## config.mk

```make
export PLATFORM = sky130hd
export DESIGN_NAME = rx_ltssm_flat
export DESIGN_NICKNAME = d
export VERILOG_FILES = /design/src/rtl/ltssm_pkg.sv /design/src/rtl/rx_ltssm_if.sv /design/src/rtl/rx_os_counter.sv /design/src/rtl/rx_ltssm.sv /design/src/flat_wrapper.sv
export SDC_FILE = /design/constraint.sdc
export NUM_CORES = 1
export LEC_CHECK = 0
export BUFFER_PORTS_ARGS = -buffer_cell sky130_fd_sc_hd__buf_4
export CORE_MARGIN = 4
export CORE_UTILIZATION = 40
export DETAILED_ROUTE_END_ITERATION = 10
export PLACE_DENSITY = 0.74
export SLEW_MARGIN = 20
export SYNTH_ARGS = -nofsm -noshare
export SYNTH_HDL_FRONTEND = slang
export SYNTH_SLANG_ARGS = --single-unit
```

## constraint.sdc

```tcl
create_clock -name Pclk -period 3 [get_ports Pclk]
set_clock_uncertainty 0.05 [all_clocks]
set_input_delay 0.6 -clock Pclk [delete_from_list [all_inputs] [get_ports Pclk]]
set_output_delay 0.6 -clock Pclk [all_outputs]
set_load 0.02 [all_outputs]
```

## src/rtl/ltssm_pkg.sv

```systemverilog
// ltssm_pkg: shared LTSSM state encodings, ordered-set type codes, PAD symbol and port-type constants
package ltssm_pkg;
  typedef enum logic [3:0] {
    DetectQuiet                 = 4'h0,
    DetectActive                = 4'h1,
    PollingActive               = 4'h2,
    PollingConfigration         = 4'h3,
    ConfigrationLinkWidthStart  = 4'h4,
    ConfigrationLinkWidthAccept = 4'h5,
    ConfigrationLaneNumWait     = 4'h6,
    ConfigrationLaneNumActive   = 4'h7,
    ConfigrationComplete        = 4'h8,
    ConfigrationIdle            = 4'h9,
    L0                          = 4'hA,
    Idle                        = 4'hF
  } ltssmState_e;
  localparam logic [2:0] OsTS1 = 3'd0, OsTS2 = 3'd1, OsIDLE = 3'd4;
  localparam logic [7:0] PAD = 8'hF7;
  localparam bit DownStream = 1'b0, UpStream = 1'b1;
endpackage

```

## src/rtl/rx_ltssm_if.sv

```systemverilog
// rx_ltssm_if: link between the main LTSSM / RX OS decoder (master) and the RX LTSSM slice (slave)
//   master drives: SetRXState, OSValid, OSType, RxLinkNumber, RxLaneNumber, ReadLinkNum
//   slave drives:  RXFinishFlag, RXExitTo, WriteLinkNum, WriteLinkNumFlag
interface rx_ltssm_if;
  logic [3:0] SetRXState;
  logic       RXFinishFlag;
  logic [3:0] RXExitTo;
  logic       OSValid;
  logic [2:0] OSType;
  logic [7:0] RxLinkNumber;
  logic [7:0] RxLaneNumber;
  logic [7:0] ReadLinkNum;
  logic [7:0] WriteLinkNum;
  logic       WriteLinkNumFlag;
  modport master(output SetRXState, OSValid, OSType, RxLinkNumber, RxLaneNumber, ReadLinkNum,
                 input RXFinishFlag, RXExitTo, WriteLinkNum, WriteLinkNumFlag);
  modport slave(input SetRXState, OSValid, OSType, RxLinkNumber, RxLaneNumber, ReadLinkNum,
                output RXFinishFlag, RXExitTo, WriteLinkNum, WriteLinkNumFlag);
endinterface

```

## src/rtl/rx_os_counter.sv

```systemverilog
// rx_os_counter: consecutive matching-OS counter
//   Pclk, Reset: clock and sync active-high reset
//   Clear: restart from zero (state entry); OSValid/Match: OS present and qualifying
//   Target: consecutive count needed; Hit: this OS completes the count (combinational)
module rx_os_counter (
  input  logic       Pclk,
  input  logic       Reset,
  input  logic       Clear,
  input  logic       OSValid,
  input  logic       Match,
  input  logic [3:0] Target,
  output logic       Hit
);
  logic [3:0] Count;
  always_ff @(posedge Pclk) begin
    if (Reset || Clear) Count <= 4'd0;
    else if (OSValid) Count <= Match ? ((Count == 4'hF) ? Count : Count + 4'd1) : 4'd0;
  end
  assign Hit = OSValid && Match && (Count + 4'd1 == Target);
endmodule

```

## src/rtl/rx_ltssm.sv

```systemverilog
// rx_ltssm: receive-side LTSSM slice; counts consecutive qualifying ordered sets or times out
//   in the state commanded by the main LTSSM and reports the exit target
//   Pclk, Reset: clock and sync active-high reset
//   bus (slave): SetRXState/OS inputs in, RXFinishFlag/RXExitTo and link-number write out
module rx_ltssm
  import ltssm_pkg::*;
#(
  parameter bit          DEVICETYPE   = DownStream,
  parameter logic [23:0] TIMEOUT_24MS = 24'd1000,
  parameter logic [23:0] TIMEOUT_2MS  = 24'd100
) (
  input logic Pclk,
  input logic Reset,
  rx_ltssm_if.slave bus
);
  ltssmState_e State, Next;
  logic [23:0] Timer, Limit;
  logic [3:0]  Target;
  logic        Match, Hit, Done, Entry, Timed, CountHit, TimeHit, Fire;
  logic        isTS1, isTS2, isIDLE, linkOk;
  assign isTS1  = bus.OSType == OsTS1;
  assign isTS2  = bus.OSType == OsTS2;
  assign isIDLE = bus.OSType == OsIDLE;
  assign linkOk = bus.RxLinkNumber == bus.ReadLinkNum;
  assign Entry  = bus.SetRXState != State;
  always_comb begin
    Match = 1'b0;
    Target = 4'd0;
    Limit = 24'd0;
    Next = DetectQuiet;
    case (State)
      PollingActive:               begin Match = isTS1 || isTS2; Target = 4'd8; Limit = TIMEOUT_24MS; Next = PollingConfigration; end
      PollingConfigration:         begin Match = isTS2; Target = 4'd8; Limit = TIMEOUT_24MS; Next = ConfigrationLinkWidthStart; end
      ConfigrationLinkWidthStart:  begin Match = isTS1 && bus.RxLinkNumber != PAD; Target = 4'd2; Limit = TIMEOUT_24MS; Next = ConfigrationLinkWidthAccept; end
      ConfigrationLinkWidthAccept: begin Match = isTS1 && linkOk; Target = 4'd2; Limit = TIMEOUT_24MS; Next = ConfigrationLaneNumWait; end
      ConfigrationLaneNumWait:     begin Match = isTS1 && linkOk && bus.RxLaneNumber != PAD; Target = 4'd2; Limit = TIMEOUT_24MS; Next = ConfigrationLaneNumActive; end
      ConfigrationLaneNumActive:   begin Match = isTS2 && linkOk; Target = 4'd2; Limit = TIMEOUT_24MS; Next = ConfigrationComplete; end
      ConfigrationComplete:        begin Match = isTS2 && linkOk; Target = 4'd8; Limit = TIMEOUT_2MS; Next = ConfigrationIdle; end
      ConfigrationIdle:            begin Match = isIDLE; Target = 4'd8; Limit = TIMEOUT_2MS; Next = L0; end
      default: ;
    endcase
  end
  rx_os_counter uCounter (
    .Pclk(Pclk), .Reset(Reset), .Clear(Entry), .OSValid(bus.OSValid),
    .Match(Match), .Target(Target), .Hit(Hit)
  );
  // untimed states carry a zero limit; entry cycles and a finished state never fire
  assign Timed    = |Limit;
  assign CountHit = Hit && !Entry && !Done;
  assign TimeHit  = Timed && !Entry && !Done && Timer == Limit;
  assign Fire     = CountHit || TimeHit;
  always_ff @(posedge Pclk) begin
    if (Reset) begin
      State <= Idle;
      Timer <= 24'd0;
      Done <= 1'b0;
      bus.RXFinishFlag <= 1'b0;
      bus.RXExitTo <= DetectQuiet;
      bus.WriteLinkNum <= 8'd0;
      bus.WriteLinkNumFlag <= 1'b0;
    end else begin
      State <= ltssmState_e'(bus.SetRXState);
      Timer <= Entry ? 24'd0 : (Timed && !Done) ? Timer + 24'd1 : Timer;
      Done <= !Entry && (Done || Fire);
      bus.RXFinishFlag <= Fire;
      // count completion takes priority over a coincident timeout
      if (Fire) bus.RXExitTo <= CountHit ? Next : DetectQuiet;
      bus.WriteLinkNumFlag <= CountHit && State == ConfigrationLinkWidthStart && DEVICETYPE == UpStream;
      if (CountHit && State == ConfigrationLinkWidthStart && DEVICETYPE == UpStream) bus.WriteLinkNum <= bus.RxLinkNumber;
    end
  end
endmodule
```

## src/flat_wrapper.sv

```systemverilog
// flat-port wrapper written by rule: the top's interface ports become plain ports
module rx_ltssm_flat import ltssm_pkg::*;
#(
  parameter bit          DEVICETYPE   = DownStream,
  parameter logic [23:0] TIMEOUT_24MS = 24'd1000,
  parameter logic [23:0] TIMEOUT_2MS  = 24'd100
)
  (Pclk, Reset, bus_SetRXState, bus_OSValid, bus_OSType, bus_RxLinkNumber, bus_RxLaneNumber, bus_ReadLinkNum, bus_RXFinishFlag, bus_RXExitTo, bus_WriteLinkNum, bus_WriteLinkNumFlag);
  rx_ltssm_if bus_i ();
  input logic Pclk;
  input logic Reset;
  input wire logic [$bits(bus_i.SetRXState)-1:0] bus_SetRXState;
  input wire logic [$bits(bus_i.OSValid)-1:0] bus_OSValid;
  input wire logic [$bits(bus_i.OSType)-1:0] bus_OSType;
  input wire logic [$bits(bus_i.RxLinkNumber)-1:0] bus_RxLinkNumber;
  input wire logic [$bits(bus_i.RxLaneNumber)-1:0] bus_RxLaneNumber;
  input wire logic [$bits(bus_i.ReadLinkNum)-1:0] bus_ReadLinkNum;
  output wire logic [$bits(bus_i.RXFinishFlag)-1:0] bus_RXFinishFlag;
  output wire logic [$bits(bus_i.RXExitTo)-1:0] bus_RXExitTo;
  output wire logic [$bits(bus_i.WriteLinkNum)-1:0] bus_WriteLinkNum;
  output wire logic [$bits(bus_i.WriteLinkNumFlag)-1:0] bus_WriteLinkNumFlag;
  assign bus_i.SetRXState = bus_SetRXState;
  assign bus_i.OSValid = bus_OSValid;
  assign bus_i.OSType = bus_OSType;
  assign bus_i.RxLinkNumber = bus_RxLinkNumber;
  assign bus_i.RxLaneNumber = bus_RxLaneNumber;
  assign bus_i.ReadLinkNum = bus_ReadLinkNum;
  assign bus_RXFinishFlag = bus_i.RXFinishFlag;
  assign bus_RXExitTo = bus_i.RXExitTo;
  assign bus_WriteLinkNum = bus_i.WriteLinkNum;
  assign bus_WriteLinkNumFlag = bus_i.WriteLinkNumFlag;
  rx_ltssm #(.DEVICETYPE(DEVICETYPE), .TIMEOUT_24MS(TIMEOUT_24MS), .TIMEOUT_2MS(TIMEOUT_2MS)) u_core (.Pclk(Pclk), .Reset(Reset), .bus(bus_i));
endmodule
```

Word level (Yosys, flattened, before mapping). Index checks and enable logic that the tools add are counted.

Latch bits: 0. Logic and storage cells: 61. Memories: 0. Register bits: 38. Output and inout port bits: 14. Input bits: 34. Bits in writable memories: 0. Bits in read-only memories: 0.

Bitwise logic cells: 0. Add/sub/neg operators: 2. Muxes and demuxes: 7. Equal/unequal tests: 18. Shifts and indexed selects: 0. Multipliers: 0. Divide/modulo/power cells: 0. Order comparisons: 0. Reductions and logical operators: 28.

Operators by type and width (count): 4-bit one-hot mux with 8 select lines (1); 24-bit by 1-bit adder with 24-bit output (second input constant) (1); 24-bit by 10-bit equality test with 1-bit output (1); 24-bit OR reduction (1); 10-bit one-hot mux with 2 select lines (1); 4-bit by 3-bit equality test with 1-bit output (second input constant) (4); 8-bit != test (second input constant) (2); 1-bit logical AND (13); 4-bit equality test (second input constant) (3); 4-bit two-way mux (3); 4-bit by 2-bit equality test with 1-bit output (second input constant) (2); 8-bit equality test (1); 4-bit one-hot mux with 2 select lines (1); 4-bit OR reduction (2); 1-bit one-hot mux with 7 select lines (1); 2-bit OR reduction (3); 6-bit OR reduction (1); 4-bit by 1-bit adder with 4-bit output (second input constant) (1); 4-bit equality test (1); 1-bit logical OR (4); 4-bit != test (1); 3-bit by 1-bit equality test with 1-bit output (second input constant) (1); 3-bit equality test (second input constant) (1); 3-bit logical NOT (1); 3 further kinds (4).

Depth between registers and ports, before layout.
Depth after elaboration: 11. Gate-level depth with buffers: 9. Depth with buffers taken out: 7.

Modules after synthesis. Synthesis repeated with hierarchy kept, for this count alone.

Cells, all modules: 269. Area total of the unflattened synthesis: 2268.4 µm².

Modules (own cells, without submodules): rx_ltssm (area an instance 1983.2 µm², cells each 235, sequential area each 680.7 µm², times used 1); rx_os_counter (area an instance 285.3 µm², cells each 34, sequential area each 80.1 µm², times used 1).

Worst setup path after synthesis. OpenSTA, ideal clock, no wires.

Path type: input-to-reg. Start point: input port bus_SetRXState[1]. End point: register u_core.bus.RXExitTo[0]. Cell stages on the path: 7. Data required time: 2829 ps. Path buffers: 1. Slack: 632 ps. Library setup time: 121 ps. Data arrival time: 2197 ps. Path through: xor2_1 nor4_1 nand2_1 or4_1 buf_2 and3b_1 mux2_2.

Longest elaborated chain between the ends: 6. Elaborated cells on any way between the ends: 9. Those cells by class: 1 x eq/ne; 1 x mux; 7 x reduce/logical.

RTL lines: from (decl) (line flat_wrapper.sv:12) `input wire logic [$bits(bus_i.SetRXState)-1:0] bus_SetRXState;`; 4-bit != test (*) (line rx_ltssm.sv:25) `assign Entry = bus.SetRXState != State;`; 1-bit logical NOT (*) (line rx_ltssm.sv:49, rx_ltssm.sv:50); 1-bit logical AND (3 in series) (line rx_ltssm.sv:50) `assign TimeHit = Timed && !Entry && !Done && Timer == Limit;`; 1-bit logical OR (line rx_ltssm.sv:51) `assign Fire = CountHit || TimeHit;`; to (signal assigned) (line rx_ltssm.sv:58) `bus.RXExitTo <= DetectQuiet;`; to (signal assigned) (line rx_ltssm.sv:67) `if (Fire) bus.RXExitTo <= CountHit ? Next : DetectQuiet;`; to (decl) (line rx_ltssm_if.sv:18) `output RXFinishFlag, RXExitTo, WriteLinkNum, WriteLinkNumFlag);`.

Mark *: on every way between the ends. The rest lies on a longest branch, timed or not. A chain may end at the register's enable or synchronous reset.

Final worst setup path.
Start point: register u_core.State[1]. End point: register u_core.bus.RXExitTo[0].

Longest elaborated chain between the ends: 8. Elaborated cells on any way between the ends: 31. Those cells by class: 11 x eq/ne; 5 x mux; 15 x reduce/logical.

RTL lines: from (decl) (line rx_ltssm.sv:16) `ltssmState_e State, Next;`; from (signal assigned) (line rx_ltssm.sv:54) `State <= Idle;`; from (signal assigned) (line rx_ltssm.sv:62) `State <= ltssmState_e'(bus.SetRXState);`; 4-bit by 2-bit equality test with 1-bit output (tied with other cells) (line rx_ltssm.sv:31) `case (State)`; 6-bit OR reduction (no source line) (tied with other cells); 10-bit one-hot mux with 2 select lines (tied with other cells) (line rx_ltssm.sv:31); 24-bit OR reduction (tied with other cells) (line rx_ltssm.sv:48) `assign Timed = |Limit;`; 1-bit logical AND, on equally long branches (line rx_ltssm.sv:50, rx_os_counter.sv:19); 1-bit logical AND, on equally long branches (2 in series) (line rx_ltssm.sv:50, rx_ltssm.sv:49); 1-bit logical OR or 4-bit two-way mux (tied branches) (line rx_ltssm.sv:51, rx_ltssm.sv:67).

Several ways; a longest one is shown, not always the timed one.

==> flow_metrics.tcl <==
set metrics [dict create \
    die_area_um2 6790 \
    clock_path_buffers 2 \
    clk_latency_ns 0.29 \
    holdWs_ns 0.445 \
    die_h_um 82.4 \
    synth_area_um2 2210 \
    ys_types 46 \
    worstPathMaxFanout 15 \
    syn-instance-count 270 \
    numCtsBuffers 5 \
    num_vias 1952 \
    drc 0 \
    hold_violations 0 \
    final_util 0.506 \
    synth_edf_count 0 \
    grt_max_degree 30 \
    worstMarginPinSlew_ns 0.496 \
    critPathRequiredTime_ns 3.13 \
    drv_cap 0 \
    drtPass1Iterations 4 \
    syn_to_final_growth_pct 19.7 \
    synth_ff_type "dfxtp_1" \
    rsz0062_at_grt "no" \
    antenna_found_initial 0 \
    drv_slew 0 \
    ys_warn_count 0 \
    setup_tns_ns 0 \
    synthTopCellsByCount "dfxtp_1 (38), nor2_1 (32), xnor2_1 (23)" \
    post-cts-setup-buffers 0 \
    coreArea_um2 5240 \
    period_needed_ns 2.59 \
    rows 26 \
    finalWeightedCongestion 0.787 \
    io-pin-count 48 \
    clk_pin_slew_ns 0.07 \
    post_cts_resized 0 \
    totalWireLength_um 4590 \
    drive_above_1_share 0.183 \
    p_per_area_nw_per_um2 435 \
    crit_arrival_ns 2.72 \
    power_uw 1150 \
    hpwl_um 3480 \
    ys_ff_latch 38 \
    crit_type "register to register" \
    grt_pass1_wl_um 7600 \
    gr-total-overflow 0 \
    grt.total_usage 0.144 \
    nets 342 \
    wl_per_cell_um 12.2 \
    syn_area_per_cell_um2 8.20 \
    synth_area_leader_cell "dfxtp_1" \
    synth_top_area_frac 0.344 \
    vdd_drop_max_mv 0.281 \
    cts_root_buf "clkbuf_8" \
    drt_iter0_drc 124 \
    synth_area_leaders "dfxtp_1 (34%), xnor2_1 (9.1%), xor2_1 (6.3%)" \
    fmax_mhz 386 \
    portBuffers 38 \
    antennaDiodeCount 0 \
    fp.dieW_um 82.4 \
    viasPerCell 5.19 \
    holdCritPathClass "register to register" \
    nFillCells 504 \
    initial_utilization 0.423 \
    grt_pass1_vias 1804 \
    status "finished clean" \
    end_kind "register" \
    cts.sinks 38 \
    setup_viol 0 \
    yosysMostFrequentCell "dfxtp_1" \
    period_share 0.862 \
    cts_tree "done" \
    ys_seq_area_frac 0.344 \
    cp-start-kind "register" \
    p_leak_uw 0.000925 \
    ctsHoldBuffers 0 \
    ant_nets 0 \
    cts_max_level 2 \
    async_reset_ff_frac 0 \
    slew_headroom 0.667 \
]
[layout by cell type (no fill, tap or decap), types with 2 or more instances in the layout]
| cell type | synthesis | final |
|---|---|---|
| a211oi_1 | 2 | 2 |
| a21oi_1 | 7 | 7 |
| a31oi_1 | 5 | 5 |
| and2_1 | 2 | 2 |
| and3_1 | 4 | 4 |
| and4_1 | 2 | 2 |
| buf_4 | 9 | 41 |
| bufinv_16 | 0 | 2 |
| clkbuf_8 | 0 | 6 |
| conb_1 | 1 | 9 |
| dfxtp_1 | 38 | 38 |
| ha_1 | 3 | 3 |
| inv_1 | 4 | 4 |
| mux2i_1 | 2 | 2 |
| nand2_1 | 21 | 21 |
| nand2b_1 | 9 | 9 |
| nand3_1 | 12 | 12 |
| nand3b_1 | 3 | 3 |
| nand4_1 | 10 | 10 |
| nand4b_1 | 3 | 3 |
| nor2_1 | 32 | 32 |
| nor3_1 | 5 | 5 |
| nor3b_1 | 3 | 3 |
| nor4_1 | 7 | 7 |
| nor4b_1 | 2 | 2 |
| o21ai_0 | 8 | 8 |
| or2_2 | 4 | 4 |
| or3_1 | 4 | 4 |
| or4_1 | 3 | 3 |
| xnor2_1 | 23 | 23 |
| xor2_1 | 16 | 16 |
[through the flow]
| stage | instance area, um^2 | setup WS (ns) | instances |
|---|---|---|---|
| floorplan | 2240 | 0.632 | 278 |
| global placement | 2510 | 0.369 | 368 |
| detailed placement | 2510 | 0.309 | 368 |
| CTS | 2650 | 0.415 | 376 |
| global route | 2650 | 0.165 | 376 |
| finish | 2650 | 0.413 | 376 |
[worst max-delay path, cell delays in order, from the launching register on]
cell and delay (ns):
dfxtp_1 0.63, xor2_1 0.13, nor4_1 0.43, nand2_1 0.12
or4_1 0.65, and3b_1 0.22, mux2_2 0.25
[flip-flops by register name (all words and copies together) (netlist names)]
register                 flops
u_core.bus.RXFinishFlag      1
u_core.State                 4
u_core.bus.RXExitTo          4
u_core.Timer                24
u_core.Done                  1
u_core.uCounter.Count        4
[final cells by class]
cell class / instances / area [um^2] / area share
tap: 70 / 87.6 / 0.0331
timing repair buffer: 41 / 308 / 0.116
inverter: 4 / 15.0 / 0.00567
sequential: 38 / 761 / 0.287
clock inverter: 2 / 60.1 / 0.0227
multi-input combinational: 215 / 1340 / 0.504
clock buffer: 6 / 82.6 / 0.0312
[cells by family after synthesis]
logic type,share of synthesized area
AO/OA/AOI/OAI,0.0871
adder cells (fa/ha/maj),0.0170
multiplexers,0.0141
buffers and inverters,0.0667
XOR/XNOR,0.154
AND/OR/NAND/NOR,0.315
other,0.00169
flip-flops,0.344
[layer usage]
layer / vias to the layer above / share of wire / GRT usage
met5: - / 0 / 0
met4: 0 / 0.012 / 0.0648
met3: 4 / 0.071 / 0.0401
met2: 44 / 0.48 / 0.255
met1: 914 / 0.43 / 0.158
li1: 990 / - / -
[path summary, 6_finish.rpt]
check	depth (start not counted)	start	slack, ns	end
setup / recovery	6	u_core.State[1]$_SDFF_PP1_	0.41	u_core.bus.RXExitTo[0]$_SDFFE_PP0P_
hold / removal	2	u_core.bus.RXExitTo[1]$_SDFFE_PP0P_	0.45	u_core.bus.RXExitTo[1]$_SDFFE_PP0P_
setup reg to reg	6	u_core.State[1]$_SDFF_PP1_	0.41	u_core.bus.RXExitTo[0]$_SDFFE_PP0P_
hold reg to reg	2	u_core.bus.RXExitTo[1]$_SDFFE_PP0P_	0.45	u_core.bus.RXExitTo[1]$_SDFFE_PP0P_
[report_power, final]
part           switching, uW  internal, uW
clock                    178           355
sequential              9.99           507
combinational           46.2          55.8
total                    235           917
Note: power is estimated with default switching activity, not from simulation.
